### config.mk
export PLATFORM = sky130hd
export DESIGN_NAME = demux_1_8_reg
export DESIGN_NICKNAME = d
export VERILOG_FILES = /design/src/rtl/demux_1_8_reg.sv
export SDC_FILE = /design/constraint.sdc
export NUM_CORES = 1
export LEC_CHECK = 0
export CORE_AREA = 10 10 80 69
export CTS_BUF_LIST = sky130_fd_sc_hd__clkbuf_4
export DETAILED_ROUTE_END_ITERATION = 10
export DIE_AREA = 0 0 90 79
export PLACE_DENSITY = 0.86
export SYNTH_ARGS = -nofsm -noshare
export SYNTH_HDL_FRONTEND = slang
export SYNTH_SLANG_ARGS = --single-unit
### constraint.sdc
create_clock -name clk -period 1.5 [get_ports clk]
set_input_delay 0.375 -clock clk [delete_from_list [all_inputs] [get_ports clk]]
set_output_delay 0.375 -clock clk [all_outputs]
set_load 0.05 [all_outputs]
### src/rtl/demux_1_8_reg.sv
// Registered 1:8 write demux into an 8-entry bank, plus an 8-cycle sequential clear engine.
// Writes land one cycle after acceptance; wr_ready drops for the whole clear sweep and the source must hold its request.
module demux_1_8_reg #(
  parameter int WIDTH = 4
) (
  input  logic               clk,
  input  logic               rst,
  input  logic               wr_valid,
  output logic               wr_ready,
  input  logic [2:0]         wr_sel,
  input  logic [WIDTH-1:0]   wr_data,
  input  logic               clr_req,
  output logic               clr_busy,
  output logic               clr_done,
  output logic [8*WIDTH-1:0] q,
  output logic [7:0]         written
);

  typedef enum logic {
    IDLE  = 1'b0,
    CLEAR = 1'b1
  } state_t;

  state_t                r_state;
  state_t                w_next_state;
  logic [2:0]            r_cnt;
  logic [7:0][WIDTH-1:0] r_q;
  logic [7:0]            r_written;
  logic                  r_clr_done;
  logic                  w_wr_fire;
  logic                  w_last;

  always_comb begin
    w_next_state = r_state;
    w_wr_fire    = 1'b0;
    w_last       = 1'b0;
    case (r_state)
      IDLE: begin
        w_wr_fire = wr_valid;
        if (clr_req) begin
          w_next_state = CLEAR;
        end
      end
      CLEAR: begin
        w_last = (r_cnt == 3'd7);
        if (w_last) begin
          w_next_state = IDLE;
        end
      end
      default: w_next_state = IDLE;
    endcase
  end

  always_ff @(posedge clk) begin
    if (rst) begin
      r_state    <= IDLE;
      r_cnt      <= 3'd0;
      r_q        <= '0;
      r_written  <= 8'h00;
      r_clr_done <= 1'b0;
    end else begin
      r_state    <= w_next_state;
      r_clr_done <= w_last;
      if (w_wr_fire) begin
        r_q[wr_sel]       <= wr_data;
        r_written[wr_sel] <= 1'b1;
      end
      // Counter wraps 7->0 exactly on the CLEAR->IDLE edge, leaving it at 0 for the next sweep.
      if (r_state == CLEAR) begin
        r_q[r_cnt]       <= '0;
        r_written[r_cnt] <= 1'b0;
        r_cnt            <= r_cnt + 3'd1;
      end
    end
  end

  assign wr_ready = (r_state == IDLE);
  assign clr_busy = (r_state == CLEAR);
  assign clr_done = r_clr_done;
  assign q        = r_q;
  assign written  = r_written;

endmodule

==> results of run 1 <==
## worst max-delay path, stage by stage
cell             delay, ns
clkdlybuf4s50_1       0.43
buf_4                 0.17
nand3b_1              0.31
o21ai_0               0.27
a21oi_1               0.12
## sequential cells by signal, summed over array words and instances, names as in the netlist
name,flops
clr_busy,1
r_cnt,3
clr_done,1
written,8
q,32
## per-stage QoR
| stage | cell area [um2] | power, W | hold slack (ns) |
|---|---|---|---|
| after floorplan | 1870 | 0.00152 | 0.521 |
| after global placement | 2940 | 0.00172 | 0.487 |
| after detailed placement | 2940 | 0.00174 | 0.505 |
| after CTS | 3000 | 0.00229 | 0.522 |
| after global routing | 3000 | 0.00237 | 0.536 |
| final | 3000 | 0.00228 | 0.522 |
## metal layers
layer	vias to the layer above	track usage, %
met3	14	6.20
met5	-	0
met4	0	6.51
met2	92	27.0
met1	872	17.0
li1	878	-
## repair_timing
item | CTS | global route
hold buffers | 0 | 0
setup endpoints to repair | 1 | 2
pin swaps | 0 | 0
buffers inserted | 1 | 0
gates resized for setup | 0 | 0
## layout make-up
cell class / instances / area (um2)
sequential: 45 / 905
timing repair buffer: 70 / 1090
clock buffer: 5 / 37.5
inverter: 5 / 22.5
multi-input combinational: 144 / 858
fill: 241 / 967
clock inverter: 3 / 17.5
tap: 57 / 71.3
## power breakdown
| group | leakage [nW] | total (W) | internal (W) | switching, W |
|---|---|---|---|---|
| logic | 0.716 | 0.000456 | 0.000197 | 0.000259 |
| clock network | 0.0310 | 0.000564 | 0.000177 | 0.000387 |
| registers | 0.365 | 0.00126 | 0.00122 | 0.0000388 |
| total | 1.11 | 0.00228 | 0.00160 | 0.000685 |
## cell usage in the layout (no fill, tap or decap)
master | synthesis | routed
nand3b_1 | 2 | 2
clkbuf_4 | 0 | 5
nor2b_1 | 1 | 1
and3b_2 | 2 | 2
inv_1 | 4 | 3
a41o_1 | 4 | 4
nand3_1 | 33 | 33
ha_1 | 2 | 2
o41ai_4 | 2 | 2
or2_1 | 1 | 1
buf_12 | 0 | 43
clkinv_2 | 0 | 2
o21ai_0 | 22 | 22
a21oi_1 | 40 | 40
and3_2 | 1 | 1
nor2_1 | 14 | 14
o21ai_1 | 8 | 8
or3b_1 | 1 | 1
o21ai_2 | 2 | 2
buf_4 | 0 | 17
dfxtp_1 | 45 | 44
nor3b_4 | 1 | 1
nor3_1 | 1 | 1
dfxtp_4 | 0 | 1
clkdlybuf4s50_1 | 0 | 10
mux2i_1 | 3 | 3
xnor2_1 | 1 | 1
nand2b_2 | 1 | 1
clkinvlp_4 | 0 | 2
a31o_2 | 2 | 2
inv_2 | 1 | 1
## cells by family after synthesis
family,after synthesis,synth area share [%]
AOI/OAI and AO/OA,80,25.8
and+or+nand+nor,58,16.8
DFF,45,48.3
buffers and inverters,23,5.70
muxes,3,1.61
adders and majority gates,2,1.34
xor gates and xnor gates,1,0.470
## how the worst max path moves through the flow
stage | from | endpoint
finish | wr_sel[1] | q[21]$_SDFF_PP0_
global route | wr_sel[2] | q[10]$_SDFF_PP0_
CTS | clr_busy$_SDFF_PP0_ | wr_ready
detailed placement | wr_sel[1] | q[21]$_SDFF_PP0_
global placement | wr_valid | q[2]$_SDFF_PP0_
floorplan | clr_busy$_SDFF_PP0_ | written[4]$_SDFF_PP0_
==> impl_results.md, run 1 <==
- Drt first-iter violations: about 170
- Synth cell count leaders: dfxtp_1, a21oi_1, nand3_1
- Lkg Pwr: around 1.1 nW
- DRT antenna net count: 0
- CTS sink count: 45
- CP Class: input port to flop
- Core region area: around 4000 um2
- Crit path DAT: around 1.7 ns
- Setup tns final: 0 ns
- Fraction of registers with async set/reset: 0%
- Top cell type by total area after synthesis: dfxtp_1
- WHS Path Cells: 2
- Tot GR Track Use: between 10% and 20%
- Die area: 7110 um2
- Seq cells post-synth: 45
- Final WL: 5.69 mm
- Netlist cell types: 28
- Place WS: -0.308 ns
- Crit Reg-Reg Startpoint: clr_busy$_SDFF_PP0_
- Io pins: 54
- Final setup fails: 0
- Hold endpoint: q[16]$_SDFF_PP0_
- Total of max-cap violations: 0
- CTS Buf Count: 5
- WL met1: around 2.3 mm
- Top layer used by detailed routing: met4
- Tightest Pin Transition: 0.434 ns
- Slew HR: slightly above 70%
- Row Count: 21
- Routed vias: around 1.9k
- Peak Freq: between 600 and 700 MHz
- Synth top area cells: dfxtp_1, a21oi_1, nand3_1
- Routed met2 length: about 2.7 mm
- Ratio of cells with drive above 1 in the final layout: around 30%
- Nets: about 280
- Most common cell in the netlist: dfxtp_1
- Reg2reg end: written[4]$_SDFF_PP0_
- Peak VDD IR: ~0.53 mV
- Starting Density: approximately 47%
- Outcome: completed
- Setup Skew: 0.00608 ns
- Final worst path period share: ~96%
- Die W: roughly 90 um
- Global route overflow: 0
- N_diodes: 0
- Antenna violations before repair: 0
- Count of pins over their slew limit: 0
- Ys flop type: dfxtp_1
- Clk buf depth: 2
- Area Growth Syn to Fin: 60.8%
- Placed Instances: 320
- Worst skew pair latency: about 0.36 ns
- PD cells: approximately 760 nW/um2
- Final critical path time including I/O delays and setup: about 1.4 ns
- H-tree levels: 2
- Post-route non-filler standard cell count: 329
- Met3 wire length: around 500 um
- Syn_nets: approximately 230
- Detailed Routing Iterations Pass 1: 5
- Routed vias/inst: between 5 and 6
- Yosys top cell area share: 48.3%
- Final worst setup slack: between 0.06 and 0.07 ns
- Syn avg cell area: slightly below 9 um2
- Worst-path fanout max: 8
- Largest net degree at the start of global routing: 17
- Final Hold Vio Count: 0
- Crit start category: input port
- Min-Delay Path Class: flop to flop
- Post-DP HPWL: 4.35 mm
- Drt drc: 0
- Reg2reg setup slack: 0.18 ns
- Reg2reg path depth: 4
- First-pass GRT wire length: just over 9 mm
- Synth warnings: 0
- Placer Congestion: 0.805
- Hold path start: q[16]$_SDFF_PP0_
- Synth Instances: roughly 210
- Netlist Area Pre-Place: ~1900 um2
- CP required: between 1.5 and 2 ns
- Register area share after synthesis: about 48%
- CTS tree: yes
- Die Span Y: about 79 um
- Port buffer count: between 50 and 60
- Crit path capture type: flop
- Post-synth EDFFs: 0
- Clk root buf: clkbuf_4
- Routed wire per std cell: about 17 um
- Vias in the first global route: ~1.9k
- RSZ-0062 raised after global routing: true
- Reg clk slew, reported paths: 0.13 ns
- Layout Utilization: roughly 76%
Power figures use the tool's default switching activity.
==> run 2, diff against run 1 <==
==> config.mk (replaced) <==
export PLATFORM = sky130hd
export DESIGN_NAME = demux_1_8_reg
export DESIGN_NICKNAME = d
export VERILOG_FILES = /design/src/rtl/demux_1_8_reg.sv
export SDC_FILE = /design/constraint.sdc
export NUM_CORES = 1
export LEC_CHECK = 0
export CORE_AREA = 10 10 91 61
export CTS_BUF_LIST = sky130_fd_sc_hd__clkbuf_4
export DETAILED_ROUTE_END_ITERATION = 10
export DIE_AREA = 0 0 101 71
export PLACE_DENSITY_LB_ADDON = 0.08
export SYNTH_ARGS = -nofsm -noshare
export SYNTH_HDL_FRONTEND = slang
export SYNTH_SLANG_ARGS = --single-unit
==> impl_results.md, run 2 (synthesis gave the netlist of run 1 again) <==
- Count of pins over their slew limit: 0
- RSZ-0062 raised after global routing: false
- Reg2reg path depth: 3
- Outcome: completed
- Tot GR Track Use: between 10% and 20%
- Die W: 101 um
- Busiest grt layer: met2
- Place WS: -0.259 ns
- Hold path start: q[7]$_SDFF_PP0_
- Reg2reg setup slack: 0.14 ns
- Final Hold Vio Count: 0
- Crit path capture type: output pin
- Clk root buf: clkbuf_4
- Global route overflow: 0
- Peak Freq: around 700 MHz
- Row Count: 18
- Fillers: around 260
- Routed vias/inst: 5.68
- CTS sink count: 45
- Commonest non-fill, non-tap cell in the layout: buf_12
- Detailed Routing Iterations Pass 1: 4
- Fin Hold WS: ~0.5 ns
- Setup tns final: 0 ns
- Drt drc: 0
- Largest net degree at the start of global routing: 17
- Clk buf depth: 2
- Total of max-cap violations: 0
- Post-DP HPWL: between 4 and 5 mm
- Final worst path period share: between 90% and 100%
- First-pass GRT wire length: ~9 mm
- Setup Skew: ~0.011 ns
- CTS tree: yes
- Routed wire per std cell: 17.2 um
- Min-Delay Path Class: flop to flop
- Setup Buffers After CTS: 1
- N_diodes: 0
- Placer Congestion: between 0.7 and 0.8
- PD cells: 747 nW/um2
- CP Class: flop to output pin
- Met1 Use GR: between 10% and 20%
- Final setup fails: 0
- Peak VDD IR: ~0.61 mV
- H-tree levels: 2
- Port buffer count: 53
- Crit path DAT: ~1.1 ns
- Core region area: between 3000 and 4000 um2
- Io pins: between 50 and 60
- WHS Path Cells: 2
- Post-CTS sizing: 0
- Hold_buf cts: 0
- Starting Density: a little under half
- CP required: ~1.1 ns
- Ratio of cells with drive above 1 in the final layout: 30.7%
- Tot Pwr: between 0.002 and 0.0025 W
- Most frequent cells in the layout: buf_12, dfxtp_1, a21oi_1, nand3_1, o21ai_0
- Final WL: between 5 and 6 mm
- Final critical path time including I/O delays and setup: 1.44 ns
- Nets: roughly 290
- Worst-path fanout max: 7
- DRT antenna net count: 0
- Area Growth Syn to Fin: 62.6%
- Slew HR: 70.8%
- Reg clk slew, reported paths: around 0.12 ns
- Largest register FFs: 32
- Crit start category: flop
- Vias in the first global route: around 1.7k
- Lkg Pwr: 1.13 nW
- Die Span Y: about 71 um
- Crit Reg-Reg Startpoint: r_cnt[0]$_SDFFE_PP0P_
- Hold endpoint: q[7]$_SDFF_PP0_
- Die area: 7170 um2
- Drt first-iter violations: approximately 150
- Tightest Pin Transition: 0.437 ns
- Antenna violations before repair: 0
- Final worst setup slack: around 0.063 ns
- Routed vias: ~1.8k
- Reg2reg end: written[5]$_SDFF_PP0_
- Met2 usage: a little over a fifth
- Worst skew pair latency: 0.37 ns
- GR Util met3: around 6.6%
- CTS Buf Count: 5
-- run 2: cell count changes in the layout (fill, tap and decap cells not counted) --
cell / before / now
clkinv_2: 2 / 1
clkinvlp_4: 2 / 1
buf_4: 17 / 19
buf_12: 43 / 45
-- run 2: layout make-up --
| cell class | instances | area, um2 | share of cell area [%] |
|---|---|---|---|
| Clock buffer | 5 | 37.5 | 1.24 |
| Clock inverter | 1 | 5.00 | 0.165 |
| Inverter | 5 | 22.5 | 0.742 |
| Multi-Input combinational cell | 144 | 858 | 28.3 |
| Sequential cell | 45 | 905 | 29.8 |
| Tap cell | 50 | 62.6 | 2.06 |
| Timing Repair Buffer | 74 | 1140 | 37.7 |
-- run 2: stage by stage --
stage          utilization, %  cells  instance area, um2
2_1_floorplan               -    212                1870
3_3_place_gp             75.5    316                2980
3_5_place_dp             75.5    316                2980
4_1_cts                  76.8    323                3030
5_1_grt                  77.0    324                3030
6_report                 77.0    324                3030
-- run 2: worst max path at each step --
stage | end | slack (ns) | startpoint | cells past startpoint
after floorplan | written[4]$_SDFF_PP0_ | 0.002 | clr_busy$_SDFF_PP0_ | 3
after global placement | q[2]$_SDFF_PP0_ | -0.21 | wr_valid | 4
after detailed placement | q[1]$_SDFF_PP0_ | -0.26 | wr_valid | 4
final | clr_busy | 0.06 | clr_busy$_SDFF_PP0_ | 2
after global routing | q[22]$_SDFF_PP0_ | 0.005 | wr_sel[1] | 5
after CTS | clr_busy | 0.008 | clr_busy$_SDFF_PP0_ | 2
-- run 2: metal layers --
layer / part of all wire [%] / wire (um) / up-vias
met2: 45 / 2490 / 81
met5: 0 / 0 / -
met1: 43 / 2420 / 867
met4: 1.0 / 57 / 0
met3: 11 / 622 / 5
li1: - / - / 887
-- run 2: report_power, final --
part,switching (W),internal (W)
registers,0.0000392,0.00122
clock network,0.000374,0.000163
logic,0.000261,0.000209
-- run 2: critical path, stage by stage, from the launching register on --
cell	delay, ns
dfxtp_4	0.40
buf_4	0.16
buf_12	0.14
==> run 3, diff against run 2 <==
--- a/config.mk
+++ b/config.mk
@@ -9,7 +9,7 @@
 export CTS_BUF_LIST = sky130_fd_sc_hd__clkbuf_4
 export DETAILED_ROUTE_END_ITERATION = 10
 export DIE_AREA = 0 0 101 71
-export PLACE_DENSITY_LB_ADDON = 0.08
+export PLACE_DENSITY = 0.81
 export SYNTH_ARGS = -nofsm -noshare
 export SYNTH_HDL_FRONTEND = slang
 export SYNTH_SLANG_ARGS = --single-unit
==> impl_results.md, run 3 (synthesis gave the netlist of run 1 again) <==
- Largest stage delay on the critical path: 0.40 ns
- Final worst setup slack: 0.0705 ns
- Clk root buf: clkbuf_4
- RSZ-0062 raised after global routing: false
- CTS tree: yes
- Area Growth Syn to Fin: 60.0%
- Clk buf depth: 2
- Tightest Pin Transition: ~0.45 ns
- CP Class: flop to output pin
- Final WL: about 5.7 mm
- Routed wire per std cell: about 18 um
- Nets: 283
- Commonest non-fill, non-tap cell in the layout: dfxtp_1
- PD cells: approximately 770 nW/um2
- Largest net degree at the start of global routing: 21
- Routed vias/inst: about 5.8
- Outcome: completed
- Fin Hold WS: 0.515 ns
- Place WS: -0.301 ns
- Drt first-iter violations: ~150
- Layout Utilization: roughly three quarters
- CTS sink count: 45
- CP Cell Sequence: clkinvlp_4 -> buf_4
- Final Hold Vio Count: 0
- Final critical path time including I/O delays and setup: roughly 1.4 ns
- Tot GR Track Use: 15.9%
- Most frequent cells in the layout: dfxtp_1, buf_12, a21oi_1, nand3_1, o21ai_0
- Crit path capture type: output pin
- CP required: around 1.1 ns
- Vias in the first global route: 1774
- Peak Freq: about 700 MHz
- Reg clk slew, reported paths: roughly 0.13 ns
- DRT antenna net count: 0
- Port buffer count: 53
- Routed vias: 1849
- Worst skew pair latency: approximately 0.36 ns
- Peak VDD IR: 0.450 mV
- Crit path DAT: roughly 1.1 ns
- Crit start category: flop
- H-tree levels: 2
- Lkg Pwr: approximately 1.1 nW
- Hold_buf cts: 0
- Starting Density: a little under half
- Setup Skew: 0.00647 ns
- Worst-path fanout max: 6
- Antenna violations before repair: 0
- N_diodes: 0
- Count of pins over their slew limit: 0
- Ratio of cells with drive above 1 in the final layout: about 30%
- Placer Congestion: ~0.80
- Largest register FFs: 32
- Die area: between 7000 and 8000 um2
- Slew HR: between 70% and 80%
- Row Count: 18
- Min-Delay Path Class: flop to flop
- Final worst path period share: a little over nine tenths
- Final setup fails: 0
- Drt drc: 0
- Slowest CP cell: dfxtp_4
- Global route overflow: 0
- Core region area: 3940 um2
- Io pins: 54
- Post-DP HPWL: 4.22 mm
- Detailed Routing Iterations Pass 1: 4
- CTS Buf Count: 5
- Die Span Y: 71 um
- Total of max-cap violations: 0
- Die W: between 100 and 150 um
- First-pass GRT wire length: roughly 9.3 mm
==> run 3: metrics by stage <==
stage / total power, W / cells / TNS, ns / instance area, um2
CTS: 0.00229 / 320 / 0 / 2980
floorplan: 0.00152 / 212 / 0 / 1870
detailed placement: 0.00173 / 311 / -7.45 / 2910
global placement: 0.00172 / 311 / -5.75 / 2910
finish: 0.00229 / 321 / 0 / 2980
global route: 0.00238 / 321 / 0 / 2980
==> run 3: what timing repair did <==
| action | in CTS | in global routing |
|---|---|---|
| gates resized for setup | 0 | 2 |
| setup endpoints to repair | 1 | 2 |
| endpoints found under the hold margin | 0 | 0 |
| setup buffers | 1 | 1 |
==> run 3: report_power, final <==
part           leakage [nW]  switching [W]  internal [W]
logic                 0.710       0.000263      0.000194
clock network        0.0354       0.000383      0.000197
registers             0.365      0.0000361       0.00122
==> run 3: layout make-up <==
type | count | area (um2)
multi-input cells | 144 | 858
well taps | 50 | 62.6
fillers | 264 | 957
repair buffers | 69 | 1080
flip-flops and latches | 45 | 905
clock inverters | 2 | 10.0
inverters | 5 | 22.5
clock buffers | 6 | 45.0
==> run 3: final timing paths <==
| kind | from | end | slack, ns | cells after the start |
|---|---|---|---|---|
| setup / recovery | clr_busy$_SDFF_PP0_ | wr_ready | 0.07 | 2 |
| hold / removal | q[7]$_SDFF_PP0_ | q[7]$_SDFF_PP0_ | 0.51 | 2 |
| setup reg to reg | r_cnt[0]$_SDFFE_PP0P_ | written[5]$_SDFF_PP0_ | 0.10 | 3 |
| hold reg to reg | q[7]$_SDFF_PP0_ | q[7]$_SDFF_PP0_ | 0.51 | 2 |
==> run 3: per-layer routing <==
metal | track usage (%) | vias up | share of wire (%)
met5 | 0 | - | 0
met4 | 3.39 | 0 | 1.3
met3 | 7.66 | 10 | 13
met2 | 23.6 | 112 | 43
met1 | 20.3 | 852 | 42
li1 | - | 875 | -
==> run 3: worst max-delay path: cells and delay by family, from the launching register on <==
family   cells  cell delay [ns]
buf+inv      2             0.29
flops        1             0.40
